**src/rtl/cpu_pkg.sv**
```systemverilog
// Shared encodings for the accumulator CPU control path: bus sources,
// opcodes, the sequencer control-state enum and a timing-state helper.
package cpu_pkg;

    localparam logic [2:0] BUS_ZERO = 3'd0;
    localparam logic [2:0] BUS_AR   = 3'd1;
    localparam logic [2:0] BUS_PC   = 3'd2;
    localparam logic [2:0] BUS_DR   = 3'd3;
    localparam logic [2:0] BUS_AC   = 3'd4;
    localparam logic [2:0] BUS_IR   = 3'd5;
    localparam logic [2:0] BUS_MEM  = 3'd7;

    localparam logic [2:0] OP_ALU0  = 3'd0;
    localparam logic [2:0] OP_ALU1  = 3'd1;
    localparam logic [2:0] OP_ALU2  = 3'd2;
    localparam logic [2:0] OP_ALU3  = 3'd3;
    localparam logic [2:0] OP_ALU4  = 3'd4;
    localparam logic [2:0] OP_STORE = 3'd5;
    localparam logic [2:0] OP_ALU6  = 3'd6;
    localparam logic [2:0] OP_HLT   = 3'd7;

    typedef enum logic [2:0] {
        ST_INIT   = 3'd0,
        ST_HALTED = 3'd1,
        ST_T0     = 3'd2,
        ST_T1     = 3'd3,
        ST_T2     = 3'd4,
        ST_T3     = 3'd5,
        ST_T4     = 3'd6,
        ST_T5     = 3'd7
    } ctl_state_e;

    // Timing states are laid out contiguously so the T index is an offset.
    function automatic logic [2:0] t_index(input ctl_state_e s);
        logic [2:0] raw;
        raw = s;
        if (s == ST_INIT || s == ST_HALTED) begin
            return 3'd0;
        end
        return raw - 3'd2;
    endfunction

endpackage

```
**src/rtl/seq_run_ctl.sv**
```systemverilog
// Run/halt/single-step bookkeeping: mode bit, stop-pending flag and the
// start/step/stop priority, producing go and halt-at-boundary decisions.
module seq_run_ctl
    import cpu_pkg::*;
(
    input  logic clk,
    input  logic reset,
    input  logic start,
    input  logic step,
    input  logic stop,
    input  logic in_halted,
    input  logic executing,
    input  logic instr_end,
    output logic go,
    output logic halt_at_end
);

    logic single_q, single_d;
    logic pend_q, pend_d;

    always_ff @(posedge clk or negedge reset) begin
        if (!reset) begin
            single_q <= 1'b0;
            pend_q   <= 1'b0;
        end else begin
            single_q <= single_d;
            pend_q   <= pend_d;
        end
    end

    always_comb begin
        single_d = single_q;
        pend_d   = pend_q;
        if (in_halted) begin
            pend_d = 1'b0;
            if (step) begin
                single_d = 1'b1;
            end else if (start) begin
                single_d = 1'b0;
            end
        end else if (executing) begin
            // start mid-instruction only matters when stepping: it switches to free-run
            if (start) begin
                single_d = 1'b0;
            end
            if (instr_end) begin
                pend_d = 1'b0;
            end else if (stop) begin
                pend_d = 1'b1;
            end
        end
    end

    assign go          = in_halted & (start | step);
    assign halt_at_end = (single_q & ~start) | pend_q | stop;

endmodule

```
**src/rtl/cpu_sequencer.sv**
```systemverilog
// Hardwired control sequencer: fetch/indirect/execute timing states, opcode
// decode and datapath strobes, with run/halt/single-step control.
module cpu_sequencer
    import cpu_pkg::*;
(
    input  logic       clk,
    input  logic       reset,
    input  logic [7:0] ir,
    input  logic       start,
    input  logic       step,
    input  logic       stop,
    output logic       load_ar,
    output logic       load_pc,
    output logic       inc_pc,
    output logic       clr_pc,
    output logic       load_dr,
    output logic       load_ac,
    output logic       load_ir,
    output logic [2:0] bus_sel,
    output logic [2:0] alu_op,
    output logic       read,
    output logic       write,
    output logic [2:0] t_state,
    output logic       halted,
    output logic       instr_done
);

    ctl_state_e state_q, state_d;
    logic [2:0] op;
    logic       ind;
    logic       instr_end;
    logic       in_halted;
    logic       executing;
    logic       go;
    logic       halt_at_end;
    logic       unused_addr;

    assign op          = ir[6:4];
    assign ind         = ir[7];
    assign unused_addr = ^ir[3:0];
    assign in_halted   = (state_q == ST_HALTED);
    assign executing   = (state_q != ST_INIT) && (state_q != ST_HALTED);
    assign instr_end   = ((state_q == ST_T3) && (op == OP_HLT))
                       || ((state_q == ST_T4) && (op == OP_STORE))
                       || (state_q == ST_T5);

    seq_run_ctl u_run_ctl (
        .clk         (clk),
        .reset       (reset),
        .start       (start),
        .step        (step),
        .stop        (stop),
        .in_halted   (in_halted),
        .executing   (executing),
        .instr_end   (instr_end),
        .go          (go),
        .halt_at_end (halt_at_end)
    );

    always_ff @(posedge clk or negedge reset) begin
        if (!reset) begin
            state_q <= ST_INIT;
        end else begin
            state_q <= state_d;
        end
    end

    always_comb begin
        state_d = state_q;
        case (state_q)
            ST_INIT:   state_d = ST_HALTED;
            ST_HALTED: state_d = go ? ST_T0 : ST_HALTED;
            ST_T0:     state_d = ST_T1;
            ST_T1:     state_d = ST_T2;
            ST_T2:     state_d = ST_T3;
            // HLT always parks, independent of run mode
            ST_T3:     state_d = (op == OP_HLT) ? ST_HALTED : ST_T4;
            ST_T4: begin
                if (op == OP_STORE) begin
                    state_d = halt_at_end ? ST_HALTED : ST_T0;
                end else begin
                    state_d = ST_T5;
                end
            end
            ST_T5:     state_d = halt_at_end ? ST_HALTED : ST_T0;
            default:   state_d = ST_INIT;
        endcase
    end

    always_comb begin
        load_ar = 1'b0;
        load_pc = 1'b0;
        inc_pc  = 1'b0;
        clr_pc  = 1'b0;
        load_dr = 1'b0;
        load_ac = 1'b0;
        load_ir = 1'b0;
        read    = 1'b0;
        write   = 1'b0;
        halted  = 1'b0;
        bus_sel = BUS_ZERO;
        case (state_q)
            ST_INIT:   clr_pc = 1'b1;
            ST_HALTED: halted = 1'b1;
            ST_T0: begin
                load_ar = 1'b1;
                bus_sel = BUS_PC;
            end
            ST_T1: begin
                read    = 1'b1;
                bus_sel = BUS_MEM;
                load_ir = 1'b1;
                inc_pc  = 1'b1;
            end
            ST_T2: begin
                load_ar = 1'b1;
                bus_sel = BUS_IR;
            end
            ST_T3: begin
                if (ind) begin
                    read    = 1'b1;
                    bus_sel = BUS_MEM;
                    load_ar = 1'b1;
                end
            end
            ST_T4: begin
                if (op == OP_STORE) begin
                    write   = 1'b1;
                    bus_sel = BUS_AC;
                end else begin
                    read    = 1'b1;
                    bus_sel = BUS_MEM;
                    load_dr = 1'b1;
                end
            end
            ST_T5:     load_ac = 1'b1;
            default: ;
        endcase
    end

    assign alu_op     = op;
    assign t_state    = t_index(state_q);
    assign instr_done = instr_end;

endmodule
```
**config.mk**
```make
export PLATFORM = sky130hd
export DESIGN_NAME = cpu_sequencer
export DESIGN_NICKNAME = d
export VERILOG_FILES = /design/src/rtl/cpu_pkg.sv /design/src/rtl/seq_run_ctl.sv /design/src/rtl/cpu_sequencer.sv
export SDC_FILE = /design/constraint.sdc
export NUM_CORES = 1
export LEC_CHECK = 0
export ABC_AREA = 1
export BUFFER_PORTS_ARGS = -buffer_cell sky130_fd_sc_hd__buf_2
export CAP_MARGIN = 20
export CORE_AREA = 2 2 39 41
export CTS_CLUSTER_SIZE = 12
export DETAILED_ROUTE_END_ITERATION = 7
export DIE_AREA = 0 0 41 43
export PLACE_DENSITY = 0.77
export SLEW_MARGIN = 25
export SYNTH_ARGS = -nofsm -noshare
export SYNTH_HDL_FRONTEND = slang
export SYNTH_SLANG_ARGS = --single-unit
```
**constraint.sdc**
```tcl
create_clock -name clk -period 1.4 [get_ports clk]
set_input_delay 0 -clock clk [delete_from_list [all_inputs] [get_ports clk]]
set_output_delay 0 -clock clk [all_outputs]
set_load 0.02 [all_outputs]
```
[Yosys cells after proc, flatten, opt, wreduce, memory -nomap -nowiden]
Index checks and enable logic that the tools add are counted.
Word-level totals
  flip-flop bits (word level): 5
  latch bits: 0
  RAM bits: 0
  ROM bits: 0
  output and inout bits: 20
  memories: 0
Operators by class
  add/sub/neg operators: 1
  multipliers: 0
  divide/modulo/power cells: 0
  $lt $le $gt $ge: 0
  eq/ne operators: 10
  shifts and indexed selects: 0
  muxes and demuxes: 30
  bitwise logic cells: 6
  reductions and logical operators: 12
Operators with widths (count)
  $pmux W3 S8: 1
  $eq A3 B3 Y1 const B: 6
  $mux W1: 18
  $mux W3: 5
  $pmux W3 S5: 1
  $eq A3 B2 Y1 const B: 2
  $mux W2: 3
  $reduce_bool A3 Y1: 2
  $eq A3 B1 Y1 const B: 1
  $logic_and A1 B1 Y1: 3
  $logic_not A3 Y1: 1
  $logic_or A1 B1 Y1: 3
  $ne A3 B1 Y1 const B: 1
  $or A1 B1 Y1: 3
  $pmux W1 S3: 1
  $sub A3 B2 Y3 const B: 1
  $and A1 B1 Y1: 2
  $pmux W1 S2: 1
  $reduce_and A2 Y1: 1
  $reduce_bool A2 Y1: 1
  $reduce_or A2 Y1: 1
  $not A1 Y1: 1

[Depth between registers and ports, before layout]
Gate-level depths: netlist of the first run.
  depth in word-level cells: 7
  mapped depth: 7

[By module]
A second synthesis of the first run with hierarchy kept.
Unflattened totals
  cell total of the unflattened synthesis: 93
  area total of the unflattened synthesis: 538.0 um2
Modules (own cells, without submodules)
  cpu_sequencer: instances 1, cells each 76, area an instance 425.4 um2, seq. area each 75.1 um2
  seq_run_ctl: instances 1, cells each 17, area an instance 112.6 um2, seq. area each 50.0 um2

[Worst setup path before layout of the first run]
OpenSTA, ideal clock, no wires.
  kind: reg-to-reg
  start point: register state_q[0]
  end point: register u_run_ctl.single_q
  arrival: 1.241 ns
  slack: 0.073 ns
  cell stages (with the launch flop): 5
  path through: dfrtp_1 -> buf_6 -> nor3_1 -> nand2_1 -> o211ai_1
Between the ends
  longest elaborated chain between the ends: 3
  elaborated cells between the ends (all ways): 6
RTL lines
  start, declared: RTL line cpu_sequencer.sv:28  | ctl_state_e state_q, state_d;
  start signal, assigned: RTL line cpu_sequencer.sv:64  | state_q <= state_d;
  $ne A3 B1 Y1 / $reduce_bool A3 Y1 (equally long branches): RTL line cpu_sequencer.sv:42  | assign executing = (state_q != ST_INIT) && (state_q != ST_HALTED);
  $logic_and A1 B1 Y1: RTL line cpu_sequencer.sv:42
  $reduce_bool A2 Y1 (no source line)
  end signal, assigned: RTL line seq_run_ctl.sv:26  | single_q <= single_d;
  end, declared: RTL line seq_run_ctl.sv:18  | logic single_q, single_d;
Parallel ways exist; a longest one is shown, timed or not.
A chain may end at the register's enable or synchronous reset.

[Worst setup path after layout of the first run]
  start point: register state_q[1]
  end point: output halted
Between the ends
  longest elaborated chain between the ends: 2
RTL lines
  $eq A3 B1 Y1: RTL line cpu_sequencer.sv:102  | case (state_q)
  $mux W1: RTL line cpu_sequencer.sv:102
  end, declared: RTL line cpu_sequencer.sv:24  | output logic halted,
No other way between the ends.

==> results.md, run 1 <==
* DR pass1 iterations at 4
* Share of cells above drive strength 1 at around 39%
* Fin crit share at between 90% and 100%
* FILL cells at around 140
* Design Power at around 1.7 mW
* Via count at 564
* Leading post-synthesis cells by cell area: dfrtp_1 25%, nand2_1 18%, inv_1 13%
* H-tree Lvls at 1
* Dpl cells at 122
* Hold Slack at about 0.07 ns
* Area delta synth->final at 35.07%
* CP max FO at 5
* Worst skew pair latency at 0.23 ns
* Final Max Tran Viols at 0
* Port-buffer cells at 27
* Post-route ant nets at 0
* First-pass GRT wire length at around 1800 um
* Antenna violations before repair at 0
* Core area at roughly 0.0014 sq mm
* Number of flops mapped to enable cells by yosys at 0
* Total length of routed wires at between 1000 and 1500 um
* Simple-gate share of the synthesized area at a little under half
* Vias/cell at 4.406
* Top FF cell, synth: dfrtp_1
* Peak supply drop at a little under 900 uV
* Reg clk slew, reported paths at 0.04 ns
* Final hold vios at 0
* Yosys warning total at 0
* Gpl congestion at approximately 0.80
* CTS tree: yes
* Max clock buf depth at 2
* GRT Total Usage at between 10% and 20%
* Seq cells post-synth at 5
* Net count, final at around 130
* Synth area leader: dfrtp_1
* Final min period at 1.319 ns
* Xor/xnor cell area share of the yosys netlist at 0%
* DRC errors left at 0
* Total grt overflow at 0
* Clk_skew at between 0.001 and 0.0015 ns
* Static Leakage at 0.4597 nW
* Wire per inst at 8.445 um
* Detailed router's first-iteration violation count at 9
* I/O pin count at 33
* DIE HEIGHT at between 40 and 50 um
* Post-Synth Adder-Cell Area at 0%
* Crit path arrival time at between 1 and 1.5 ns
* Synth unique cells at 18
* Critical Path RT at 1.40 ns
* CP Class: reg2out
* Root Driver: clkbuf_4
* Most common cell in the netlist: nand2_1
* Hold WC Path Type: in2reg
* Post-Syn Area at 503.0 sq um
* Footprint of the multi-input gates at approximately 260 sq um
* Critical path launch point type: register
* Vias in the first global route at approximately 520
* CTS Sinks at 5
* Register area at roughly 130 sq um
* Rows at 14
* Achievable Freq at roughly 760 MHz
* Die W at approximately 41 um
* MaxCap Viol Count at 0
* Pwr/cell area at roughly 2500 mW/mm^2
* Detailed placement HPWL at ~900 um
* Post-synthesis compound-gate area fraction at under 10%
* Slowest cell delay on critical path at about 0.43 ns
* Sequential area share after synthesis at between 20 and 25%
* Non-Filler Instances at 128
* Num CTS Buffers at 3
* Status: finished, final reports clean
* Worst Setup End Kind: output pin
* Mapped Avg Cell Area at 5.988 sq um
* Mux share of post-synthesis cell area at 0%
* Asr flop ratio synth at 100.0%
* DP Area at approximately 620 sq um
* Die Area at between 0.0015 and 0.002 sq mm
* RSZ-0062 raised after global routing: yes
* Yosys top cell area share at between 20% and 30%
* Core Util, Final at approximately half
* Pin count of the biggest net entering global routing at 7
* Largest family of logic cells by synthesized area: simple AND/OR/NAND/NOR gates
* Gate Count Post-Synth at 84
* Initial Utilization at a little over a third
* Cell at the slowest stage of the critical path: dfrtp_2
* CP Cell Sequence: nor2_1 > nand2_1 > inv_1 > buf_2
* Setup violators final at 0
* ANT cells at 0
* Fin area at 679.4 sq um
* Syn nets at slightly below 100
* Most frequent cells after synthesis: 24 x nand2_1, 17 x inv_1, 12 x nor2_1, 6 x nand3_1
-- layout by cell type, fill, tap and decap left out, drive strengths merged --
| cell | n |
|---|---|
| buf | 29 |
| nand2 | 25 |
| inv | 18 |
| nor2 | 15 |
| nand3 | 8 |
| dfrtp | 5 |
| clkbuf | 4 |
| nand3b | 2 |
| o21ai | 1 |
| nor3 | 1 |
| a21oi | 1 |
| o211ai | 1 |
| conb | 1 |
| dlygate4sd3 | 1 |
-- critical path, delay by kind of cell (launching register included) --
kind / cells / cell delay [ns]
flip-flops: 1 / 0.43
buffers and inverters: 2 / 0.22
AND/OR/NAND/NOR: 2 / 0.43
-- sequential cells by signal (all words and copies together), names as in the netlist --
signal,count
u_run_ctl.pend_q,1
u_run_ctl.single_q,1
state_q,3
-- layer usage --
metal / part of all wire, % / track usage [%]
met4: 0 / 6.000
met5: 0 / 0
met3: 6.7 / 0
met1: 42 / 18.36
met2: 52 / 24.38
-- layout make-up --
| class | count | share of cell area, % |
|---|---|---|
| inverters | 18 | 9.945 |
| repair buffers | 30 | 25.78 |
| clock buffers | 4 | 3.867 |
| multi-input cells | 55 | 38.49 |
| well taps | 16 | 2.947 |
| flip-flops and latches | 5 | 18.97 |
-- kinds of logic (layout without fill, tap and decap cells) --
logic type,after synthesis,count (layout)
and+or+nand+nor,51,51
buffers and inverters,24,52
DFF,5,5
AOI/OAI and AO/OA,3,3
other,1,1
-- power by group --
| group | total (mW) | leakage, nW | switching [mW] | internal [mW] |
|---|---|---|---|---|
| Sequential | 0.323 | 0.0571 | 0.0955 | 0.228 |
| Combinational | 1.18 | 0.388 | 0.739 | 0.445 |
| Clock | 0.162 | 0.0150 | 0.0542 | 0.107 |
-- path summary, 6_finish.rpt --
| path | from | endpoint | slack, ns | depth (start not counted) |
|---|---|---|---|---|
| max in group asynchronous | reset | state_q[2] | 1.15 | 2 |
| min reg2reg | u_run_ctl.single_q | u_run_ctl.single_q | 0.51 | 2 |
| min in group asynchronous | reset | u_run_ctl.pend_q | 0.11 | 2 |
| max reg2reg | state_q[1] | u_run_ctl.pend_q | 0.21 | 4 |
| max | state_q[1] | halted | 0.08 | 4 |
| min | step | u_run_ctl.single_q | 0.07 | 3 |
-- repair_timing --
| item | CTS | global route |
|---|---|---|
| hold buffers | 1 | 0 |
| endpoints found under the setup margin | 0 | 6 |
| resized for setup | 0 | 10 |
| setup buffers | 0 | 1 |
| endpoints found under the hold margin | 5 | 0 |
-- metrics by stage --
step	setup TNS [ns]	setup WS (ns)
floorplan	0	0.07270
global placement	0	0.2584
detailed placement	0	0.2102
CTS	0	0.02577
global route	-0.001862	-0.001862
finish	0	0.08136
No activity file was read; power rests on OpenSTA's default activity.
==> run 2, diff against run 1 <==
--- a/config.mk
+++ b/config.mk
@@ -12,7 +12,7 @@
 export CTS_CLUSTER_SIZE = 12
 export DETAILED_ROUTE_END_ITERATION = 7
 export DIE_AREA = 0 0 41 43
-export PLACE_DENSITY = 0.77
+export PLACE_DENSITY = 0.73
 export SLEW_MARGIN = 25
 export SYNTH_ARGS = -nofsm -noshare
 export SYNTH_HDL_FRONTEND = slang
==> run 2 against run 1 <==
Utilization decreased by 0.72 points. Maximum frequency increased by 0.63%. Global-route usage decreased by 1.3 points. Power decreased by 2.8%. Critical path type unchanged. Sequential cell count unchanged. Hold slack got worse by 0.0032 ns. Critical endpoint is now bus_sel[1]. Sequential power increased by 3%. Clock power about the same. Largest power group unchanged. Sequential share of layout area increased by 0.28 points.
==> results.md, run 2 (synthesized netlist as in run 1, its figures left out) <==
* Status: finished, final reports clean
* Total grt overflow at 0 (unchanged)
* CTS Sinks at 5 (unchanged)
* Gpl congestion at 0.8267 (+4.0%)
* Achievable Freq at 763.1 MHz (+0.63%)
* DRC errors left at 0 (unchanged)
* Design Power at 1.622 mW (-2.8%)
* Final min period at 1.310 ns (-0.008264 ns)
* Postcts setup bufs at 0 (unchanged)
* Root Driver: clkbuf_4
* Fin crit share at 93.60% (-0.59 points)
* Detailed placement HPWL at 906 um (-1.7%)
* Reg clk slew, reported paths at 0.04 ns (about the same)
* Via count at 546 (-3.2%)
* Final WS setup at 0.08962 ns (+0.008264 ns)
* Largest Register: state_q
* Rows at 14 (unchanged)
* I/O pin count at 33 (unchanged)
* Top Registers: state_q: 3 flops, u_run_ctl.pend_q: 1 flops, u_run_ctl.single_q: 1 flops
* Vias/cell at 4.299 (-2.4%)
* Peak supply drop at 784.6 uV (-12%)
* Pin count of the biggest net entering global routing at 7 (unchanged)
* Port-buffer cells at 27 (unchanged)
* Final Max Tran Viols at 0 (unchanged)
* First-pass GRT wire length at 1628 um (-12%)
* CTS tree: yes
* CP max FO at 6 (+1)
* Setup WS pre-CTS at 0.2205 ns (+0.01029 ns)
* GRT Total Usage at 13.13% (-1.3 points)
* CP Class: reg2out
* Antenna violations before repair at 0 (unchanged)
* Crit path arrival time at 1.31 ns (about the same)
* Setup tns final at 0 ns (unchanged)
* Core area at 0.001384 sq mm (unchanged)
* Reg2Reg Depth at 4 (unchanged)
* Net count, final at 125 (-0.79%)
* Area delta synth->final at 33.08%
* Reg-to-Reg Start: state_q[0]
* RSZ-0062 raised after global routing: no
* Static Leakage at 0.4558 nW (-0.86%)
* Vias in the first global route at 442 (-15%)
* Share of cells above drive strength 1 at 39.64% (+0.35 points)
* Total length of routed wires at 1049 um (-3.0%)
* MaxCap Viol Count at 0 (unchanged)
* Most common cell after layout, fill and taps aside: buf_2
* DIE HEIGHT at 43 um (unchanged)
* Critical Path RT at 1.40 ns (about the same)
* Clk_skew at 0.001301 ns (-0.00008908 ns)
* Wire per inst at 8.260 um (-2.2%)
* Reg2Reg Setup Slack at 0.29 ns (+0.08 ns)
* DR pass1 iterations at 4 (unchanged)
* Num CTS Buffers at 3 (unchanged)
* Cell count of the worst hold path at 3 (unchanged)
* Pwr/cell area at 2423 mW/mm^2 (-1.3%)
* Worst Setup SP: state_q[1]
* ANT cells at 0 (unchanged)
* Largest register FFs at 3 (unchanged)
* Max clock buf depth at 2 (unchanged)
* Post-route ant nets at 0 (unchanged)
* Worst skew pair latency at 0.24 ns (about the same)
* Die Area at 0.001763 sq mm (unchanged)
* H-tree Lvls at 1 (unchanged)
* Detailed router's first-iteration violation count at 13 (+4)
* Initial Utilization at 36.35% (unchanged)
* Critical path launch point type: register
* Setup violators final at 0 (unchanged)
* Die W at 41 um (unchanged)
* Crit path to: bus_sel[1]
* Most frequent cells in the layout: 24 x buf_2, 23 x nand2_1, 16 x inv_1
* Worst flop-to-flop path endpoint: u_run_ctl.single_q
* Worst Setup End Kind: output pin
* Hold WC Path Type: in2reg
* Final hold vios at 0 (unchanged)
==> run 2: cell types whose count changed in the layout (fill, tap and decap cells not counted), sizes merged <==
cell	before	now
buf	29	28
==> run 2: worst min-delay path by stage <==
stage	start	to	slack [ns]
floorplan	reset	state_q[0]	-0.30
global placement	reset	u_run_ctl.pend_q	-0.19
detailed placement	reset	u_run_ctl.pend_q	-0.19
CTS	step	u_run_ctl.single_q	0.06
global route	step	u_run_ctl.single_q	0.09
finish	step	u_run_ctl.single_q	0.07
==> run 2: where the power goes <==
group | total (mW) | leakage (nW) | internal [mW] | switching (mW)
combinational | 1.13 | 0.384 | 0.407 | 0.721
sequential | 0.333 | 0.0571 | 0.228 | 0.105
clock | 0.161 | 0.0150 | 0.107 | 0.0535
==> run 2: worst max-delay path, cell delays in order (launching register included) <==
cell     delay (ns)
dfrtp_2        0.44
inv_2          0.07
nand3_2        0.07
inv_1          0.10
nand2_2        0.07
nand2_1        0.06
inv_1          0.06
nand2_1        0.07
buf_4          0.14
==> run 2: cell type report <==
cell class	count	area (sq um)
Fill cell	149	714.4
Multi-Input combinational cell	55	266.5
Timing Repair Buffer	29	160.2
Sequential cell	5	128.9
Inverter	18	67.56
Clock buffer	4	26.28
Tap cell	16	20.02
==> run 2: per-layer routing <==
metal | share of wire (%) | track usage [%] | vias up
met1 | 43 | 17.70 | 233
met2 | 52 | 20.00 | 13
met5 | 0 | 0 | -
li1 | - | - | 300
met4 | 0 | 6.000 | 0
met3 | 5.8 | 1.571 | 0
==> run 2: repair_timing <==
item / in CTS / in global routing
endpoints found under the setup margin: 0 / 6
resized for setup: 0 / 9
hold buffers: 1 / 0
hold endpoints to repair: 5 / 0
==> run 2: metrics by stage <==
stage / utilization (%) / hold WS (ns) / std cells / area (sq um)
floorplan: - / -0.2956 / 84 / 503.0
global placement: 44.57 / -0.1880 / 122 / 616.8
detailed placement: 44.57 / -0.1857 / 122 / 616.8
CTS: 47.20 / 0.06497 / 127 / 653.1
global route: 48.37 / 0.09290 / 127 / 669.4
finish: 48.37 / 0.06696 / 127 / 669.4
==> run 3, diff against run 2 <==
--- a/config.mk
+++ b/config.mk
@@ -9,11 +9,13 @@
 export BUFFER_PORTS_ARGS = -buffer_cell sky130_fd_sc_hd__buf_2
 export CAP_MARGIN = 20
 export CORE_AREA = 2 2 39 41
+export CTS_BUF_LIST = sky130_fd_sc_hd__clkbuf_2
 export CTS_CLUSTER_SIZE = 12
 export DETAILED_ROUTE_END_ITERATION = 7
 export DIE_AREA = 0 0 41 43
 export PLACE_DENSITY = 0.73
-export SLEW_MARGIN = 25
+export REMOVE_ABC_BUFFERS = 1
+export SLEW_MARGIN = 10
 export SYNTH_ARGS = -nofsm -noshare
 export SYNTH_HDL_FRONTEND = slang
 export SYNTH_SLANG_ARGS = --single-unit
==> run 3 against run 2 <==
Cell count increased by 0.79%. Highest routed layer unchanged. Largest cell class unchanged. Maximum frequency decreased by 3.0%. Register-to-register slack about the same. Sequential share of layout area decreased by 0.11 points. Clock-buffer cell count unchanged. Final area increased by 0.56%. Power increased by 1.3%. Combinational power increased by 4%.
==> results.md, run 3 (synthesized netlist as in run 1, its figures left out) <==
* Worst Setup End Kind: output pin
* Largest Register: state_q
* Wire per inst at 8.875 um (+7.4%)
* ANT cells at 0 (unchanged)
* Detailed placement HPWL at 930.8 um (+2.7%)
* Vias/cell at 4.516 (+5.0%)
* Static Leakage at 0.4665 nW (+2.4%)
* CP max FO at 6 (unchanged)
* Buf+Inv Stages, Crit Path at 3 (-1)
* Total grt overflow at 0 (unchanged)
* CP Class: reg2out
* Hold WC Path Type: in2reg
* Share of cells above drive strength 1 at 41.96% (+2.3 points)
* Hold Slack at 0.07908 ns (+0.01213 ns)
* Cell at the slowest stage of the critical path: dfrtp_2
* First-pass GRT wire length at 1814 um (+11%)
* MaxCap Viol Count at 0 (unchanged)
* Detailed router's first-iteration violation count at 8 (-5)
* Die W at 41 um (unchanged)
* Critical path launch point type: register
* Status: finished, final reports clean
* Most used cell, CP: nand2_1
* Final hold vios at 0 (unchanged)
* CP Cell Sequence: buf_4 > nand2_4 > nor2_4 > nand2_1 > nand2_1 > inv_2 > nand2_1 > buf_4
* Crit path arrival time at 1.35 ns (+0.04 ns)
* CTS tree: yes
* Largest register FFs at 3 (unchanged)
* DRC errors left at 0 (unchanged)
* GRT Total Usage at 15.18% (+2.1 points)
* FILL cells at 148 (-0.67%)
* Root Driver: clkbuf_2
* Antenna violations before repair at 0 (unchanged)
* Final Max Tran Viols at 0 (unchanged)
* Vias in the first global route at 473 (+7.0%)
* Net count, final at 126 (+0.80%)
* DIE HEIGHT at 43 um (unchanged)
* Total length of routed wires at 1136 um (+8.3%)
* Final min period at 1.351 ns (+0.04023 ns)
* Largest delay contributor family on the critical path: flip-flops
* Max clock buf depth at 2 (unchanged)
* Via count at 578 (+5.9%)
* Area delta synth->final at 33.83%
* Most frequent cells in the layout: 24 x nand2_1, 24 x buf_2, 14 x inv_1
* Worst skew pair latency at 0.22 ns (-0.02 ns)
* CTS Sinks at 5 (unchanged)
* Peak supply drop at 830.8 uV (+5.9%)
* Design Power at 1.643 mW (+1.3%)
* Setup tns final at 0 ns (unchanged)
* Clk_skew at 0.002224 ns (+0.0009224 ns)
* Critical Path RT at 1.40 ns (about the same)
* Post-route ant nets at 0 (unchanged)
* I/O pin count at 33 (unchanged)
* Num CTS Buffers at 3 (unchanged)
* Core area at 0.001384 sq mm (unchanged)
* Gpl congestion at 0.8014 (-3.1%)
* Top Registers: state_q: 3 flops, u_run_ctl.pend_q: 1 flops, u_run_ctl.single_q: 1 flops
* Achievable Freq at 740.4 MHz (-3.0%)
* Pin count of the biggest net entering global routing at 11 (+4)
* DR pass1 iterations at 4 (unchanged)
* H-tree Lvls at 1 (unchanged)
* Rows at 14 (unchanged)
* Slowest cell delay on critical path at 0.44 ns (about the same)
* Reg clk slew, reported paths at 0.06 ns (+0.02 ns)
* Initial Utilization at 36.35% (unchanged)
* Pwr/cell area at 2441 mW/mm^2 (+0.74%)
* Die Area at 0.001763 sq mm (unchanged)
* Setup violators final at 0 (unchanged)
* Port-buffer cells at 27 (unchanged)
* Register area at 128.9 sq um (unchanged)
* Footprint of the multi-input gates at 269.0 sq um (+0.94%)
* Fin crit share at 96.47% (+2.9 points)
## run 3: power by group
part | internal [mW] | switching [mW] | total [mW]
sequential | 0.227 | 0.108 | 0.335
clock | 0.0757 | 0.0648 | 0.141
combinational | 0.428 | 0.740 | 1.17
## run 3: timing repair
action / in CTS / in global routing
setup endpoints to repair: 3 / 5
hold buffers: 1 / 0
setup buffers: 0 / 2
endpoints found under the hold margin: 5 / 0
gates resized for setup: 1 / 10
## run 3: per-layer routing
metal / vias to the layer above / global-route usage (%) / wire (um) / part of all wire, %
met5: - / 0 / 0 / 0
met4: 0 / 10.00 / 0 / 0
met3: 0 / 3.141 / 43 / 3.8
met2: 13 / 23.75 / 624 / 55
met1: 262 / 17.49 / 469 / 41
li1: 303 / - / - / -
## run 3: cell type report
cell class / count / share of cell area (%)
multi-input cells: 55 / 39.96
inverters: 18 / 10.04
flip-flops and latches: 5 / 19.15
well taps: 16 / 2.974
repair buffers: 30 / 24.91
clock buffers: 4 / 2.974
## run 3: final timing paths
kind / depth (start not counted) / endpoint / start / slack (ns)
worst max-delay path: 8 / read / state_q[1] / 0.05
worst min-delay path: 3 / u_run_ctl.single_q / step / 0.08
worst max register to register: 7 / state_q[0] / state_q[1] / 0.29
worst min register to register: 2 / u_run_ctl.single_q / u_run_ctl.single_q / 0.53
max in group asynchronous: 2 / state_q[2] / reset / 1.15
min in group asynchronous: 2 / u_run_ctl.pend_q / reset / 0.11
## run 3: through the flow
stage          setup WS [ns]  std cells  cell area [sq um]  util (%)
2_1_floorplan        0.05927         78              454.2         -
3_3_place_gp          0.1640        121              609.3     44.03
3_5_place_dp          0.1635        121              609.3     44.03
4_1_cts              0.02866        126              640.6     46.29
5_1_grt             -0.01052        128              673.1     48.64
6_report             0.04939        128              673.1     48.64
## run 3: worst register-to-register path, cell delays in order (launching register included)
cell     delay (ns)
dfrtp_2        0.44
buf_4          0.15
nand2_4        0.07
inv_1          0.07
nand2_1        0.07
nand2_1        0.04
nor2_1         0.08
nand2_1        0.06
